$ cat src/rtl/rijndael_pkg.sv
// Shared Rijndael constants and index helpers for the round datapath.
// Byte k of a state is s[r][c] with k = 4*c + r (column-major order).
package rijndael_pkg;

    localparam int unsigned NB_128 = 4;
    localparam int unsigned NB_192 = 6;
    localparam int unsigned NB_256 = 8;

    // ShiftRows offset Cr for row r; only the 256-bit block widens rows 2 and 3.
    function automatic int unsigned row_offset(input int unsigned nb, input int unsigned r);
        if (r == 0) begin
            return 0;
        end
        if (r == 1) begin
            return 1;
        end
        if (nb == NB_256) begin
            return r + 1;
        end
        return r;
    endfunction

    function automatic int unsigned byte_idx(input int unsigned r, input int unsigned c);
        return 4 * c + r;
    endfunction

endpackage

$ cat src/rtl/shift_rows_core.sv
// Combinational ShiftRows / InvShiftRows for Nb = 4, 6 or 8 columns.
// Pure wiring plus one 2:1 byte mux per output byte.
module shift_rows_core
    import rijndael_pkg::*;
#(
    parameter int unsigned NB = 4
) (
    input  logic [32*NB-1:0] state,
    input  logic             inv,
    output logic [32*NB-1:0] state_out
);

    localparam int unsigned W = 32 * NB;

    if (!(NB == NB_128 || NB == NB_192 || NB == NB_256)) begin : g_bad_nb
        $error("shift_rows_core: NB must be 4, 6 or 8");
    end

    for (genvar c = 0; c < NB; c++) begin : g_col
        for (genvar r = 0; r < 4; r++) begin : g_row
            localparam int unsigned CR      = row_offset(NB, r);
            localparam int unsigned DST     = byte_idx(r, c);
            localparam int unsigned SRC_FWD = byte_idx(r, (c + CR) % NB);
            localparam int unsigned SRC_INV = byte_idx(r, (c + NB - CR) % NB);

            assign state_out[W-1-8*DST -: 8] = inv ? state[W-1-8*SRC_INV -: 8]
                                                   : state[W-1-8*SRC_FWD -: 8];
        end
    end

endmodule

$ cat src/rtl/shift_rows_stream.sv
// Streaming ShiftRows unit: permutes each accepted state at enqueue and buffers it,
// with its tag, in a DEPTH-entry FIFO driven straight from storage.
module shift_rows_stream
    import rijndael_pkg::*;
#(
    parameter int unsigned NB    = 4,
    parameter int unsigned DEPTH = 2,
    parameter int unsigned TAG_W = 4
) (
    input  logic                       clk,
    input  logic                       rst,
    input  logic                       in_valid,
    output logic                       in_ready,
    input  logic [32*NB-1:0]           in_state,
    input  logic                       in_inv,
    input  logic [TAG_W-1:0]           in_tag,
    output logic                       out_valid,
    input  logic                       out_ready,
    output logic [32*NB-1:0]           out_state,
    output logic [TAG_W-1:0]           out_tag,
    output logic [$clog2(DEPTH+1)-1:0] occupancy
);

    localparam int unsigned W     = 32 * NB;
    localparam int unsigned PTR_W = (DEPTH > 1) ? $clog2(DEPTH) : 1;
    localparam int unsigned CNT_W = $clog2(DEPTH + 1);

    if (DEPTH < 1) begin : g_bad_depth
        $error("shift_rows_stream: DEPTH must be at least 1");
    end

    logic [W-1:0]     r_state [DEPTH];
    logic [TAG_W-1:0] r_tag   [DEPTH];
    logic [PTR_W-1:0] r_head;
    logic [PTR_W-1:0] r_tail;
    logic [CNT_W-1:0] r_count;

    logic [W-1:0] w_state_perm;
    logic         w_push;
    logic         w_pop;

    shift_rows_core #(
        .NB(NB)
    ) u_core (
        .state    (in_state),
        .inv      (in_inv),
        .state_out(w_state_perm)
    );

    // Explicit wrap so non-power-of-two depths work.
    function automatic logic [PTR_W-1:0] ptr_inc(input logic [PTR_W-1:0] p);
        return (p == PTR_W'(DEPTH - 1)) ? '0 : p + 1'b1;
    endfunction

    assign in_ready  = (r_count < CNT_W'(DEPTH)) && !rst;
    assign out_valid = (r_count != '0) && !rst;
    assign w_push    = in_valid && in_ready;
    assign w_pop     = out_valid && out_ready;
    assign out_state = r_state[r_head];
    assign out_tag   = r_tag[r_head];
    assign occupancy = r_count;

    always_ff @(posedge clk) begin
        if (w_push) begin
            r_state[r_tail] <= w_state_perm;
            r_tag[r_tail]   <= in_tag;
        end
    end

    always_ff @(posedge clk) begin
        if (rst) begin
            r_head  <= '0;
            r_tail  <= '0;
            r_count <= '0;
        end else begin
            if (w_push) begin
                r_tail <= ptr_inc(r_tail);
            end
            if (w_pop) begin
                r_head <= ptr_inc(r_head);
            end
            if (w_push && !w_pop) begin
                r_count <= r_count + 1'b1;
            end else if (!w_push && w_pop) begin
                r_count <= r_count - 1'b1;
            end
        end
    end

endmodule

$ cat config.mk
export PLATFORM = sky130hd
export DESIGN_NAME = shift_rows_stream
export DESIGN_NICKNAME = d
export VERILOG_FILES = /design/src/rtl/rijndael_pkg.sv /design/src/rtl/shift_rows_core.sv /design/src/rtl/shift_rows_stream.sv
export SDC_FILE = /design/constraint.sdc
export NUM_CORES = 1
export LEC_CHECK = 0
export ABC_AREA = 1
export CAP_MARGIN = 0
export CORE_MARGIN = 1
export CORE_UTILIZATION = 35
export CTS_BUF_LIST = sky130_fd_sc_hd__clkbuf_4
export CTS_CLUSTER_SIZE = 14
export DETAILED_ROUTE_END_ITERATION = 8
export PLACE_DENSITY_LB_ADDON = 0.3
export SYNTH_ARGS = -nofsm -noshare
export SYNTH_HDL_FRONTEND = slang
export SYNTH_SLANG_ARGS = --single-unit
$ cat constraint.sdc
create_clock -name clk -period 9.6 [get_ports clk]
set_input_delay 2.4 -clock clk [delete_from_list [all_inputs] [get_ports clk]]
set_output_delay 2.4 -clock clk [all_outputs]
set_load 0.01 [all_outputs]
# --- Word-level counts from Yosys, hierarchy flattened ---
# Memories as Yosys holds them, arrays and structs flattened. A register that Yosys moved wholly into a read port is not among the register bits.
# Index checks and enable logic that the tools add are counted.
# W data, S select, Z words.
totals:
  output_inout_bits: 136
  latchBits: 0
  reg_bits: 4
  mem_bits_rw: 264
  in_bits: 137
  romBits: 0
  mem_count: 2
  word_cells: 39
classes:
  n_eq_ne: 0
  n_reduce_logical: 11
  add_sub_neg: 4
  order_cmp: 1
  mul: 0
  bitwise_logic: 0
  div: 0
  n_mux: 18
  shift: 0
memory_table:
  columns: ["memory", "words", "word_bits", "rd", "rd_ports_with_merged_regs", "wr", "line_no", "text"]
  rows:
  - ["r_state", 2, 128, 1, 1, 1, "shift_rows_stream.sv:32", "logic [W-1:0] r_state [DEPTH];"]
  - ["r_tag", 2, 4, 1, 1, 1, "shift_rows_stream.sv:33", "logic [TAG_W-1:0] r_tag [DEPTH];"]
op_table:
  columns: ["cell", "n"]
  rows:
  - ["$mux W8", 8]
  - ["$mux W1", 8]
  - ["$logic_and A1 B1 Y1", 6]
  - ["$mux W2", 2]
  - ["$reduce_bool A2 Y1", 2]
  - ["$logic_not A1 Y1", 3]
  - ["$add A1 B1 Y1 const B", 2]
  - ["$add A2 B1 Y2 const B", 1]
  - ["$lt A2 B2 Y1 const B", 1]
  - ["$sub A2 B1 Y2 const B", 1]

# --- Depth between registers and ports, before layout ---
# Gate-level depths: netlist of run 1.
logic_depth:
  word_depth: 7
  mapped_depth: 10
  ltp_nobuf: 10

# --- Modules after synthesis ---
# Synthesis of run 1 repeated with hierarchy kept, for this count alone.
hier_totals:
  cells_unflattened: 718
  hier_area_um2: 11422.2
modules_own_cells:
  columns: ["mod", "seq_area_each_um2", "area_per_inst_um2", "n_inst", "cells_each"]
  rows:
  - ["shift_rows_stream", 8027.7, 10097.2, 1, 448]
  - ["shift_rows_core", 0.0, 1325.0, 1, 270]

# --- Worst setup path before layout of run 1 ---
# No wires, ideal clock.
synth_path:
  path_type: "input -> register"
  startpoint: "in rst"
  endpoint: "mem r_state[1][0] (netlist bit), enable pin"
  n_path_buf: 0
  setup_ns: 0.627
  setup_slack_ns: 0.702
  cell_stages: 3
  arrival_ns: 8.272
  t_required_ns: 8.973
  path_cell_list: "nor2_1 nand2_1 nor2_1"
synth_between:
  elab_chain_cells: 5
synth_lines:
  columns: ["item", "line_no", "text"]
  rows:
  - ["from (decl)", "shift_rows_stream.sv:11", "input logic rst,"]
  - ["$logic_not A1 Y1", "shift_rows_stream.sv:55", "assign in_ready = (r_count < CNT_W'(DEPTH)) && !rst;"]
  - ["$logic_and A1 B1 Y1", "shift_rows_stream.sv:55", null]
  - ["$logic_and A1 B1 Y1", "shift_rows_stream.sv:57", "assign w_push = in_valid && in_ready;"]
  - ["$mux W1", "shift_rows_stream.sv:64", "if (w_push) begin"]
  - ["$mux W1 (implied by the code)", "shift_rows_stream.sv:65", "r_state[r_tail] <= w_state_perm;"]
  - ["to (decl)", "shift_rows_stream.sv:32", null]
# No other way between the ends.

# --- Final worst setup path of run 1 ---
layout_path:
  startpoint: "in rst"
  endpoint: "out in_ready"
layout_between:
  elab_chain_cells: 2
layout_lines:
  columns: ["item", "line_no", "text"]
  rows:
  - ["$logic_not A1 Y1", "shift_rows_stream.sv:55", null]
  - ["$logic_and A1 B1 Y1", "shift_rows_stream.sv:55", null]
  - ["to (decl)", "shift_rows_stream.sv:13", "output logic in_ready,"]
# No other way between the ends.

==> flow_metrics.tcl, run 1 <==
set metrics [dict create \
    gr-total-overflow 0 \
    min_path_type "reg -> reg" \
    power_frac_comb_pct 13.3 \
    min_period_ns 5.998 \
    cp.required_ns 7.20 \
    path_cells "clkdlybuf4s50_1 > nor2_1 > clkdlybuf4s50_1" \
    die-area_um2 31680 \
    slew_headroom_pct 31.02 \
    rows 64 \
    drc 0 \
    cap_viol_max_count 0 \
    clock_power_share_pct 37.4 \
    ys_seq_area_share_pct 74.05 \
    ctsResizeCount 0 \
    yosysWarnings 0 \
    ant_nets 0 \
    skew_ns 0.02704 \
    die_h_um 178.0 \
    timing.final.ws_setup_ns 3.602 \
    period_share_pct 62.48 \
    fin_setup_tns_ns 0 \
    worst_pin_slew_ns 1.035 \
    wire_per_inst_um 16.32 \
    routed_wl_mm 22.77 \
    crit_top_cell "clkdlybuf4s50_1" \
    critical_path_class "in -> out" \
    io_pins 273 \
    io_buffers 272 \
    cts_tree "built" \
    synth_nets 760 \
    start_util_pct 35.53 \
    setup_viol 0 \
    cts_num_sinks 269 \
    power.density_nw_per_um2 186.9 \
    place_inst 1267 \
    crit_end "in_ready" \
    p_int_w 0.002156 \
    dpl_worst_slack_ns 3.603 \
    cts_root_buf "clkbuf_4" \
    p_sw_share_pct 22.52 \
    r2r-start "occupancy[1]" \
    hp-start "r_head" \
    gp_congestion 0.7139 \
    path_depth 3 \
    final_max_slew_viol_count 0 \
    finalHoldViolCount 0 \
    cp-startpoint "rst" \
    routed_via_density 4.482 \
    grt_antenna_before_repair 1 \
    rsz0062_at_grt "no" \
    postSynthCellCount 622 \
    netlist-cell-type-count 17 \
    clock.fmax_ghz 0.1667 \
    cts_made_buffers 74 \
    max_stage_delay_ns 0.55 \
    syn_to_final_growth_pct 37.36 \
    clkSlewWorstSetupHoldPaths_ns 0.06 \
    cts_setup_buffers 0 \
    syn_area_per_cell_um2 17.43 \
    clk_path_buf_depth 3 \
    endpoint_kind "output port" \
    p_sw_w 0.0006267 \
    core_um2 30510 \
    fin_cells 1395 \
    total_power_w 0.002783 \
    netlist_area_um2 10840 \
    ys_ff_latch 269 \
    crit_fanout 6 \
    cpMaxStageDelayCell "clkdlybuf4s50_1" \
    worst_setup_path_start_kind "primary input" \
    rrSetupSlack_ns 7.41 \
    fp.dieW_um 178.0 \
    path_delay_family "buffers and inverters" \
    cts_hold_buf 0 \
    grt_pass1_vias 6446 \
    p_leak_nw 5.356 \
    clk_latency_ns 0.66 \
    rr_endpoint "r_state[0][94]" \
    cts_max_level 3 \
    layout_common_cells "271 x clkdlybuf4s50_1, 264 x edfxtp_1, 113 x clkbuf_4" \
    grt_start_max_net_pins 81 \
    irDropWorstVdd_v 0.0001093 \
    place.detailed.hpwl_mm 14.14 \
    drive_above_1_share_pct 26.15 \
    drt_iter0_drc 273 \
    whs_ns 0.5457 \
    vias 6253 \
    crit_buf_inv 2 \
    grt_pass1_wl_mm 34.17 \
    dr.pass1.iters 5 \
    reg2reg_depth 4 \
    status "finished clean" \
    track_usage_pct 14.17 \
    layout.nets 1085 \
    critPathArrivalTime_ns 3.60 \
    layout_commonest_cell "clkdlybuf4s50_1" \
    power_frac_seq_pct 49.3 \
]
cell usage after synthesis:
cell / instances / area, um2
buf_2: 13 / 65.06
ha_1: 1 / 12.51
a21oi_1: 34 / 170.2
clkbuf_1: 6 / 22.52
nand4_1: 1 / 6.260
buf_8: 1 / 15.01
o21ai_0: 33 / 165.2
nand2_1: 41 / 153.9
inv_1: 40 / 150.1
buf_6: 9 / 101.4
edfxtp_1: 264 / 7928
mux2_2: 52 / 585.6
nor3b_1: 1 / 7.510
nor2_1: 39 / 146.4
mux2_4: 80 / 1201
dfxtp_1: 5 / 100.1
nand3_1: 2 / 10.01
flip-flops by register name, summed over array words and instances, names as in the netlist, named ones only:
| signal | flops |
|---|---|
| occupancy | 2 |
| r_head | 1 |
| r_state | 256 |
| r_tag | 8 |
| r_tail | 1 |
routing by layer:
layer	wire length (um)	GRT usage, %	part of all wire [%]
met4	386	5.805	1.7
met1	9279	16.45	41
met2	10940	23.09	48
met5	0	0	0
met3	2157	5.882	9.5
how the worst min path moves through the flow:
stage,to,depth (start not counted)
floorplan,register,4
CTS,r_head,4
global placement,register,4
detailed placement,register,4
finish,register,4
global route,register,4
worst register-to-register path: stages (launching register included):
cell and delay, ns:
dfxtp_1 0.32, nor2_1 0.14, nand2_1 0.20, nor2_4 0.25
buf_4 0.75
metrics by stage:
stage / area [um2] / utilization (%)
final: 14890 / 48.81
after global routing: 14890 / 48.81
after CTS: 14890 / 48.80
after detailed placement: 13930 / 45.65
after global placement: 13930 / 45.65
after floorplan: 10840 / -
power by group through the flow:
stage / clock [W] / combinational (W) / sequential, W
finish: 0.00104 / 0.000369 / 0.00137
global route: 0.00115 / 0.000398 / 0.00138
CTS: 0.00109 / 0.000377 / 0.00137
detailed placement: 0 / 0.000375 / 0.00140
global placement: 0 / 0.000371 / 0.00140
floorplan: 0 / 0.000184 / 0.00140
cells by family after synthesis:
family | share of synthesized area (%)
buffers and inverters | 3.266
AND/OR/NAND/NOR | 2.989
flip-flops | 74.05
multiplexers | 16.48
adder cells (fa/ha/maj) | 0.1154
AO/OA/AOI/OAI | 3.093
final cells by class:
class / count / area [um2]
fill: 2659 / 15620
sequential: 269 / 8031
timing repair buffer: 278 / 2778
multi-input combinational: 284 / 2474
clock buffer: 113 / 848.3
tap: 396 / 495.5
inverter: 40 / 150.1
clock inverter: 14 / 111.4
antenna: 1 / 2.502
Note: power is estimated with default switching activity, not from simulation.
==> run 2, diff against run 1 <==
Clock period 9.6 ns to 5.51 ns, I/O delays scaled along.
==> run 2 against run 1 <==
Wire length down 2.5%; worst hold slack better by 0.025 ns; critical endpoint is now out_state[1]; combinational power up 75%; via count unchanged; highest routed layer unchanged; total power up 71%; design area about the same; die area unchanged; sequential cell count unchanged; critical path type is now reg -> out.
==> flow_metrics.tcl, run 2 (synthesized netlist as in run 1, its figures left out) <==
set metrics [dict create \
    status "finished clean" \
    clk_latency_ns 0.63 \
    routed_via_density 4.489 \
    p_sw_w 0.001070 \
    cts_max_level 3 \
    cpMaxStageDelayCell "dfxtp_4" \
    cts_num_sinks 269 \
    n_fill_cell 2659 \
    fin_cells 1393 \
    layout_common_cells "271 x clkdlybuf4s50_1, 264 x edfxtp_1, 111 x clkbuf_4" \
    gp_congestion 0.7076 \
    p_leak_nw 5.346 \
    cp.required_ns 4.13 \
    largest_register_ffs 256 \
    rsz0062_at_grt "no" \
    clkSlewWorstSetupHoldPaths_ns 0.06 \
    ant_nets 0 \
    grt_antenna_before_repair 2 \
    power_frac_comb_pct 13.5 \
    finalHoldViolCount 0 \
    grt_start_max_net_pins 93 \
    grt_pass1_vias 6372 \
    dpl_worst_slack_ns 1.538 \
    fp.dieW_um 178.0 \
    p_sw_share_pct 22.46 \
    drc 0 \
    max_flop_register "r_state" \
    final_max_slew_viol_count 0 \
    min_path_type "reg -> reg" \
    cts_root_buf "clkbuf_4" \
    dr.pass1.iters 4 \
    critPathArrivalTime_ns 2.86 \
    setup_viol 0 \
    rows 64 \
    cap_viol_max_count 0 \
    reg2reg_depth 4 \
    cts_hold_buf 0 \
    slew_headroom_pct 37.97 \
    path_delay_family "flip-flops" \
    crit_fanout 52 \
    hp-start "r_head" \
    die-area_um2 31680 \
    grt_pass1_wl_mm 33.47 \
    gr-total-overflow 0 \
    clk_path_buf_depth 3 \
    syn_to_final_growth_pct 37.37 \
    drive_above_1_share_pct 26.03 \
    place_inst 1268 \
    start_util_pct 35.53 \
    io_pins 273 \
    path_depth 3 \
    power_frac_seq_pct 50.2 \
    cts_made_buffers 73 \
    p_int_w 0.003696 \
    die_h_um 178.0 \
    drt_iter0_drc 267 \
    critical_path_class "reg -> out" \
    clock_power_share_pct 36.3 \
    wire_per_inst_um 15.94 \
    crit_buf_inv 2 \
    worst_pin_slew_ns 0.9305 \
    endpoint_kind "output port" \
    skew_ns 0.02659 \
    r2r-start "occupancy[1]" \
    io_buffers 272 \
    vias 6253 \
    clock.fmax_ghz 0.2362 \
    cts_tree "built" \
    dpl_cell_area_um2 13970 \
    whs_ns 0.5702 \
    irDropWorstVdd_v 0.0001644 \
    track_usage_pct 13.80 \
    path_cells "buf_12 > mux2_2 > clkdlybuf4s50_1" \
    core_um2 30510 \
    routed_wl_mm 22.20 \
    ctsResizeCount 0 \
    timing.final.ws_setup_ns 1.276 \
    hold_depth 4 \
    period_share_pct 76.85 \
    max_stage_delay_ns 0.94 \
    layout.nets 1085 \
    worst_setup_path_start_kind "register" \
    post-route-util_pct 48.81 \
    layout_commonest_cell "clkdlybuf4s50_1" \
    cts_setup_buffers 0 \
    min_period_ns 4.234 \
    power.density_nw_per_um2 320.0 \
    stdcell_area_um2 14890 \
    rrSetupSlack_ns 3.56 \
    place.detailed.hpwl_mm 13.94 \
]
[run 2: changes by cell type in the layout (fill, tap and decap cells not counted)]
cell and delta:
diode_2 +1, clkinv_1 -1, inv_2 +1, buf_4 -2, bufinv_16 -1, clkinv_4 +1
clkbuf_4 -2, buf_12 +3, clkinv_2 -2
[run 2: cell type report]
cell class | instances | area (um2) | share of cell area (%)
Antenna cell | 2 | 5.005 | 0.03361
Clock buffer | 111 | 833.3 | 5.596
Clock inverter | 12 | 80.08 | 0.5377
Inverter | 40 | 150.1 | 1.008
Multi-Input combinational cell | 284 | 2474 | 16.61
Sequential cell | 269 | 8031 | 53.93
Tap cell | 396 | 495.5 | 3.327
Timing Repair Buffer | 279 | 2823 | 18.95
[run 2: final timing paths]
kind,end
setup reg to reg,r_state[1][80]
hold reg to reg,register
setup / recovery,out_state[1]
hold / removal,register
[run 2: per-layer routing]
layer	track usage, %	wire length (um)	vias to the layer above
li1	-	-	2999
met1	16.72	9246	2963
met2	21.82	10490	251
met3	5.776	2024	40
met4	5.235	443	0
met5	0	0	-
[run 2: power groups by stage]
stage | sequential, W | clock [W] | combinational [W]
6_report | 0.00239 | 0.00173 | 0.000645
5_1_grt | 0.00240 | 0.00192 | 0.000694
4_1_cts | 0.00239 | 0.00182 | 0.000657
3_5_place_dp | 0.00244 | 0 | 0.000652
3_3_place_gp | 0.00243 | 0 | 0.000650
2_1_floorplan | 0.00243 | 0 | 0.000321
[run 2: worst register-to-register path: cells and delay by family (launching register included)]
kind | cells | cell delay (ns)
DFF | 1 | 0.32
buffers and inverters | 1 | 0.65
and+or+nand+nor | 3 | 0.52
[run 2: through the flow]
step	power (W)	setup TNS, ns
after floorplan	0.002747	-34.98
after global placement	0.003082	0
after detailed placement	0.003089	0
after CTS	0.004869	0
after global routing	0.005016	0
final	0.004766	0
==> run 3, diff against run 2 <==
Clock period 5.51 ns to 3.85 ns, I/O delays scaled along.
==> run 3 against run 2 <==
Die area is the same; critical endpoint is now out_state[100]; sequential power grew 43%; sequential share of layout area fell by 0.12 points; combinational power increased by 48%; critical path type unchanged; first-iteration DRC count fell by 10%; clock skew rose by 0.011 ns.
==> flow_metrics.tcl, run 3 (synthesized netlist as in run 1, its figures left out) <==
set metrics [dict create \
    status "finished clean" \
    fp.dieW_um 178.0 \
    period_share_pct 89.75 \
    grt_pass1_vias 6360 \
    drt_iter0_drc 240 \
    cts_num_sinks 269 \
    routed_via_density 4.471 \
    n_fill_cell 2654 \
    critPathArrivalTime_ns 2.49 \
    cts_root_buf "clkbuf_4" \
    start_util_pct 35.53 \
    cts_made_buffers 71 \
    rrSetupSlack_ns 2.04 \
    cp.required_ns 2.89 \
    reg2reg_depth 4 \
    layout_common_cells "271 x clkdlybuf4s50_1, 264 x edfxtp_1, 93 x clkbuf_4" \
    grt_antenna_before_repair 1 \
    post-route-util_pct 48.92 \
    min_period_ns 3.455 \
    cts_hold_buf 0 \
    die-area_um2 31680 \
    clock.fmax_ghz 0.2894 \
    grt_start_max_net_pins 77 \
    core_um2 30510 \
    rows 64 \
    clkSlewWorstSetupHoldPaths_ns 0.06 \
    skew_ns 0.03759 \
    ant_nets 0 \
    grt_pass1_wl_mm 33.53 \
    drive_above_1_share_pct 25.40 \
    hold_depth 4 \
    vias 6246 \
    power.density_nw_per_um2 446.0 \
    irDropWorstVdd_v 0.0002080 \
    routed_wl_mm 22.43 \
    crit_fanout 23 \
    total_power_w 0.006656 \
    gr-total-overflow 0 \
    ctsResizeCount 0 \
    drc 0 \
    wire_per_inst_um 16.06 \
    die_h_um 178.0 \
    setup_viol 0 \
    cts_setup_buffers 0 \
    final_max_slew_viol_count 0 \
    cap_viol_max_count 0 \
    place.detailed.hpwl_mm 14.86 \
    track_usage_pct 14.04 \
    min_path_type "reg -> reg" \
    critical_path_class "reg -> out" \
    cts_max_level 3 \
    gp_congestion 0.6910 \
    endpoint_kind "output port" \
    p_leak_nw 5.355 \
    finalHoldViolCount 0 \
    largest_register_ffs 256 \
    clk_latency_ns 0.66 \
    layout_commonest_cell "clkdlybuf4s50_1" \
    worst_setup_path_start_kind "register" \
    cts_tree "built" \
    syn_to_final_growth_pct 37.68 \
    dr.pass1.iters 4 \
    io_buffers 272 \
    rsz0062_at_grt "no" \
    max_flop_register "r_state" \
    io_pins 273 \
    layout.nets 1094 \
    slew_headroom_pct 66.12 \
    worst_pin_slew_ns 0.5081 \
    clk_path_buf_depth 3 \
]
==> run 3: cell types whose count changed in the layout (fill, tap and decap cells not counted), sizes merged <==
cell / delta
buf: +11
clkinv: +12
diode: -1
clkbuf: -18
==> run 3: worst paths after layout <==
check | startpoint | endpoint
min | r_head | register
max reg2reg | occupancy[1] | r_state[0][89]
min reg2reg | r_head | register
max | register | out_state[100]
==> run 3: cell type report <==
| type | count | area, um2 | area share, % |
|---|---|---|---|
| repair buffers | 290 | 2943 | 19.72 |
| clock inverters | 24 | 131.4 | 0.8802 |
| inverters | 40 | 150.1 | 1.006 |
| diodes | 1 | 2.502 | 0.01677 |
| flip-flops and latches | 269 | 8031 | 53.81 |
| clock buffers | 93 | 698.2 | 4.678 |
| multi-input cells | 284 | 2474 | 16.57 |
| well taps | 396 | 495.5 | 3.320 |
==> run 3: layer usage <==
layer / share of wire (%) / global-route usage, % / wire length, um / vias up
met3: 9.3 / 5.627 / 2079 / 37
met5: 0 / 0 / 0 / -
met1: 41 / 16.59 / 9307 / 2942
met2: 47 / 22.57 / 10630 / 236
li1: - / - / - / 3031
met4: 1.9 / 5.983 / 418 / 0
==> run 3: per-stage QoR <==
step | hold WS (ns) | cell area (um2) | cells | setup slack (ns) | TNS (ns)
after floorplan | 0.5125 | 10850 | 622 | -1.387 | -364.85
after global routing | 0.5943 | 14930 | 1397 | 0.2069 | 0
after detailed placement | 0.5310 | 14090 | 1279 | 0.7262 | 0
after global placement | 0.5293 | 14090 | 1279 | 0.7153 | 0
final | 0.5374 | 14930 | 1397 | 0.3946 | 0
after CTS | 0.5367 | 14920 | 1396 | 0.2800 | 0
==> run 3: critical path, stage by stage, from the launching register on <==
cell	delay [ns]
dfxtp_4	0.65
buf_4	0.32
mux2_4	0.32
clkdlybuf4s50_1	0.57
==> run 3: where the power goes <==
| part | switching, W | internal [W] |
|---|---|---|
| Sequential | 0.0000389 | 0.00337 |
| Clock | 0.00110 | 0.00119 |
| Combinational | 0.000397 | 0.000559 |
